**config.mk**
```make
export PLATFORM = sky130hd
export DESIGN_NAME = mem_wb_stage
export DESIGN_NICKNAME = d
export VERILOG_FILES = /design/src/rtl/mem_wb_stage.sv
export SDC_FILE = /design/constraint.sdc
export NUM_CORES = 2
export LEC_CHECK = 0
export CAP_MARGIN = 30
export CORE_UTILIZATION = 60
export CTS_CLUSTER_SIZE = 25
export DETAILED_ROUTE_END_ITERATION = 12
export PLACE_DENSITY_LB_ADDON = 0.2
export SETUP_SLACK_MARGIN = 0.05
export SLEW_MARGIN = 20
export SYNTH_ARGS = -nofsm -noshare
export SYNTH_HDL_FRONTEND = slang
export SYNTH_SLANG_ARGS = --single-unit
```
**constraint.sdc**
```tcl
create_clock -name clk1 -period 6.88 [get_ports clk1]
set_clock_uncertainty 0.2 [all_clocks]
set_input_delay 0.688 -clock clk1 [delete_from_list [all_inputs] [get_ports clk1]]
set_output_delay 0.688 -clock clk1 [all_outputs]
set_load 0.05 [all_outputs]
```
**src/rtl/mem_wb_stage.sv**
```systemverilog
// MEM stage of the 8-bit pipeline: data-memory/IO access plus the MEM/WB register.
// RAM reads are combinational; stores and the MEM/WB register update on clk1.
module mem_wb_stage #(
    parameter int         ADDR_W  = 8,
    parameter logic [7:0] IO_ADDR = 8'hFF
) (
    input  logic       clk1,
    input  logic       rst_n,
    input  logic       stall,
    input  logic [7:0] b_in,
    input  logic [7:0] alu_in,
    input  logic       memwrite_in,
    input  logic       memread_in,
    input  logic       memtoreg_in,
    input  logic       regwrite_in,
    input  logic [2:0] rd_in,
    input  logic [7:0] io_in,
    output logic [7:0] wb_data,
    output logic       wb_regwrite,
    output logic [2:0] wb_rd,
    output logic [7:0] io_out,
    output logic       io_strobe
);

    typedef struct packed {
        logic [7:0] data;
        logic       regwrite;
        logic [2:0] rd;
    } wb_t;

    logic [7:0]        ram [0:(1<<ADDR_W)-1];
    logic [ADDR_W-1:0] addr;
    logic              is_io;
    logic              advance;
    logic [7:0]        load_data;
    wb_t               wb_q;

    assign addr    = alu_in[ADDR_W-1:0];
    assign is_io   = (alu_in == IO_ADDR);
    assign advance = rst_n && !stall;

    // Read sees the pre-edge contents, giving read-before-write on combined access.
    always_comb begin
        load_data = 8'h00;
        if (memread_in)
            load_data = is_io ? io_in : ram[addr];
    end

    // RAM has no reset; contents survive rst_n.
    always_ff @(posedge clk1) begin
        if (advance && memwrite_in && !is_io)
            ram[addr] <= b_in;
    end

    always_ff @(posedge clk1) begin
        if (!rst_n) begin
            wb_q      <= '0;
            io_out    <= 8'h00;
            io_strobe <= 1'b0;
        end else begin
            io_strobe <= 1'b0;
            if (!stall) begin
                wb_q.data     <= memtoreg_in ? load_data : alu_in;
                wb_q.regwrite <= regwrite_in;
                wb_q.rd       <= rd_in;
                if (memwrite_in && is_io) begin
                    io_out    <= b_in;
                    io_strobe <= 1'b1;
                end
            end
        end
    end

    assign wb_data     = wb_q.data;
    assign wb_regwrite = wb_q.regwrite;
    assign wb_rd       = wb_q.rd;

endmodule

```
==> implementation parameters <==
Parameter                              Value

Critical path
  Critical path destination    ram[193][7]$_DFFE_PP_
  Launch point of the worst path    alu_in[5]
  Setup crit end kind    flip-flop
  Critical path start-end classification    in -> reg
  Worst-case reg-to-reg path depth    7
  Launching element type of the critical path    primary input
  Flop2flop setup slack    3700 ps
  Crit path DAT    4640 ps
  Critical R2R Capture    wb_data[6]$_SDFFE_PN0N_
  Data required time of the worst path    ~7100 ps
  Startpoint of the most critical register-to-register path    ram[60][6]$_DFFE_PP_
  Maximum fanout encountered on the critical timing path    16

Die
  Die outline height    roughly 370 µm
  Floorplan die area    approximately 0.14 mm²
  Number of core rows    approximately 130
  Die width    ~370 µm
  Core footprint    around 0.13 mm²
  Starting density of the core    0.608
  Top Ports    55

Timing
  Final sum of negative setup slack    0 ps
  Unrepaired setup endpoints after global routing    no
  Highest attainable clock frequency    between 200 and 250 MHz
  Actual slew at the worst max-slew pin    1150 ps
  Min Clock Period, post-route    ~4400 ps
  Worst slew slack as a fraction of its limit    0.232
  Final hold slack    about 230 ps
  Final-report setup violation count    0
  Final max-slew violation count    0
  Post-route setup slack    about 2500 ps
  Hold violation count in the final report    0
  Final period util    0.637

Status
  Run status    finished, final reports clean

Power and ir drop
  Cell internal power dissipation    roughly 20 mW
  Combinational Power Share    0.050
  Net switching component of the power    5.58 mW
  Clock share of power    0.416
  Power density relative to cell area    slightly below 300 mW/mm²
  Total design power    approximately 26 mW
  Seq pwr share    0.534
  Peak supply drop    0.254 mV
  Switching power share of the total    0.215
  Leak    27.7 nW

Clock tree
  Worst-case clock buffer depth    3
  Clock transition at path regs    about 60 ps
  Hold Buf Count CTS    0
  Number of buffers added for setup after CTS    0
  Clock insertion delay at the later pin of the skew report    between 800 and 900 ps
  Root buffer cell    sky130_fd_sc_hd__clkbuf_16
  TritonCTS clock tree    done
  Total clock buffers created by CTS    just under 200
  Clk sink count    approximately 2100
  Maximum level of the CTS H-tree    4
  Post_cts resized    0

Yosys
  Primary FF master, synth    sky130_fd_sc_hd__edfxtp_1
  Proportion of synthesized chip area in sequential cells    0.771
  Number of instances in the synthesized netlist    between 3000 and 4000
  Fraction of synthesis flops using an asynchronous set or reset pin    0
  Flip-flop and latch count after synthesis    approximately 2100
  Area of the mapped netlist    approximately 0.080 mm²
  Number of flops mapped to enable cells by yosys    between 2000 and 2500
  Synth warnings    0
  Syn_area_per_cell    around 21 µm²
  Count of different cell masters after synthesis    between 50 and 60

Route
  Sum of routed wire length over all layers    ~200000 µm
  Vias/cell    6.93
  Number of DRC markers after the initial detailed-route iteration    6327
  Number of nets still failing antenna checks after routing    0
  Total via count in the routed design    around 40000
  Total iterations of the first detailed-routing run    6
  Number of DRC violations after detailed routing    0
  Post-detailed-route wirelength per cell    between 30 and 40 µm

GRT
  Wire length of the first global-routing pass    293000 µm
  GRT overflow    0
  Total Routing Usage GR    0.307
  Number of global-route vias before repair    between 30000 and 40000
  Number of antenna violations at the first check in global routing    3
  Pin count of the biggest net entering global routing    181

Placed design
  Count of input and output buffers    54
  Routability congestion estimate    0.918
  Total cell area at the placement stage    around 0.083 mm²
  Final HPWL from detailed placement    between 100000 and 150000 µm
  Place WS    1810 ps

Cells and area
  Proportion of layout cells with a drive suffix above 1    0.214
  Layout overhead on the synthesized area    11.0%
  Summed area of non-filler cells in the final layout    0.0891 mm²
  Final-stage net count    3979
  Fillers    just over 8000

Job
  Max-Cap Viols    0

Min path
  Worst hold path class    in -> reg
  Cell depth of the worst min-delay path    1
==> power by group through the flow <==
stage | Combinational [mW] | Sequential [mW] | Clock (mW)
3_3_place_gp | 1.27 | 14.1 | 0
4_1_cts | 1.29 | 13.9 | 10.9
6_report | 1.31 | 13.9 | 10.8
3_5_place_dp | 1.29 | 14.1 | 0
5_1_grt | 1.35 | 13.9 | 11.3
2_1_floorplan | 0.670 | 14.1 | 0
==> cell families after synthesis <==
group,synth area share
simple gates,0.0285
other cells,0.0000467
buf+inv,0.0171
mux,0.153
compound gates,0.0310
flops,0.771
==> synthesized netlist by cell type, drive strengths merged, types with 24 or more instances <==
cell	n	area [µm²]
nand3	29	145
o221ai	24	210
edfxtp	2047	61500
buf	132	997
mux4	471	10600
nand2	134	503
o21ai	47	235
clkbuf	91	342
mux2i	155	1550
o22ai	48	300
nor2	302	1130
a22oi	51	383
==> layer usage <==
layer / wire length, µm / track usage / up-vias
met1: 77400 / 0.447 / 21300
met4: 7960 / 0.113 / 10
met2: 94800 / 0.458 / 2793
met5: 63 / 0 / -
li1: - / - / 16200
met3: 24200 / 0.0769 / 422
==> per-stage QoR <==
step / cells / util
floorplan: 3828 / -
finish: 5878 / 0.674
CTS: 5872 / 0.674
detailed placement: 5496 / 0.625
global route: 5875 / 0.674
global placement: 5491 / 0.624
==> registers in the layout (all words and copies together) (netlist names) <==
name / flops
wb_rd: 3
io_strobe: 1
wb_data: 8
ram: 2047
io_out: 8
wb_regwrite: 1
==> layout by cell type (no fill, tap or decap), types with 14 or more instances in the layout <==
master / instances
sky130_fd_sc_hd__a211oi_1: 17
sky130_fd_sc_hd__a21oi_1: 20
sky130_fd_sc_hd__a221oi_1: 19
sky130_fd_sc_hd__a22o_1: 17
sky130_fd_sc_hd__a22oi_1: 51
sky130_fd_sc_hd__a31oi_1: 20
sky130_fd_sc_hd__a32oi_1: 14
sky130_fd_sc_hd__buf_4: 68
sky130_fd_sc_hd__bufinv_16: 19
sky130_fd_sc_hd__clkbuf_1: 43
sky130_fd_sc_hd__clkbuf_16: 201
sky130_fd_sc_hd__clkdlybuf4s50_1: 40
sky130_fd_sc_hd__clkinv_1: 51
sky130_fd_sc_hd__clkinv_2: 40
sky130_fd_sc_hd__dfxtp_1: 21
sky130_fd_sc_hd__edfxtp_1: 2047
sky130_fd_sc_hd__mux2i_1: 155
sky130_fd_sc_hd__mux4_2: 471
sky130_fd_sc_hd__nand2_1: 133
sky130_fd_sc_hd__nand3_1: 26
sky130_fd_sc_hd__nor2_1: 300
sky130_fd_sc_hd__nor2b_1: 21
sky130_fd_sc_hd__nor3_1: 15
sky130_fd_sc_hd__o21ai_0: 47
sky130_fd_sc_hd__o221ai_1: 24
sky130_fd_sc_hd__o22a_1: 16
sky130_fd_sc_hd__o22ai_1: 48
==> final cells by class <==
type                            count  area (µm²)  share of cell area
Timing Repair Buffer              139        1440              0.0161
Clock buffer                      245        5200              0.0584
Antenna cell                        3        7.51           0.0000842
Inverter                            8        32.5            0.000365
Multi-Input combinational cell   1529       17100               0.192
Clock inverter                    131        1240              0.0140
Sequential cell                  2068       61900               0.694
Tap cell                         1755        2200              0.0246
==> worst min-delay path by stage <==
stage	slack, ps	endpoint	start
3_3_place_gp	300	io_out[7]$_SDFFE_PN0P_	io_out[7]$_SDFFE_PN0P_
5_1_grt	270	ram[150][3]$_DFFE_PP_	b_in[3]
2_1_floorplan	540	io_out[0]$_SDFFE_PN0P_	io_out[0]$_SDFFE_PN0P_
4_1_cts	210	ram[149][3]$_DFFE_PP_	b_in[3]
6_report	230	ram[149][3]$_DFFE_PP_	b_in[3]
3_5_place_dp	310	io_out[7]$_SDFFE_PN0P_	io_out[7]$_SDFFE_PN0P_
==> critical path: stages <==
cell and delay, ps:
sky130_fd_sc_hd__clkdlybuf4s50_1 540, sky130_fd_sc_hd__inv_1 590, sky130_fd_sc_hd__or4_1 490, sky130_fd_sc_hd__nand2_1 110
sky130_fd_sc_hd__nor3_1 620, sky130_fd_sc_hd__nand2_1 720, sky130_fd_sc_hd__nor2_1 840
(Power assumes the default switching activity.)
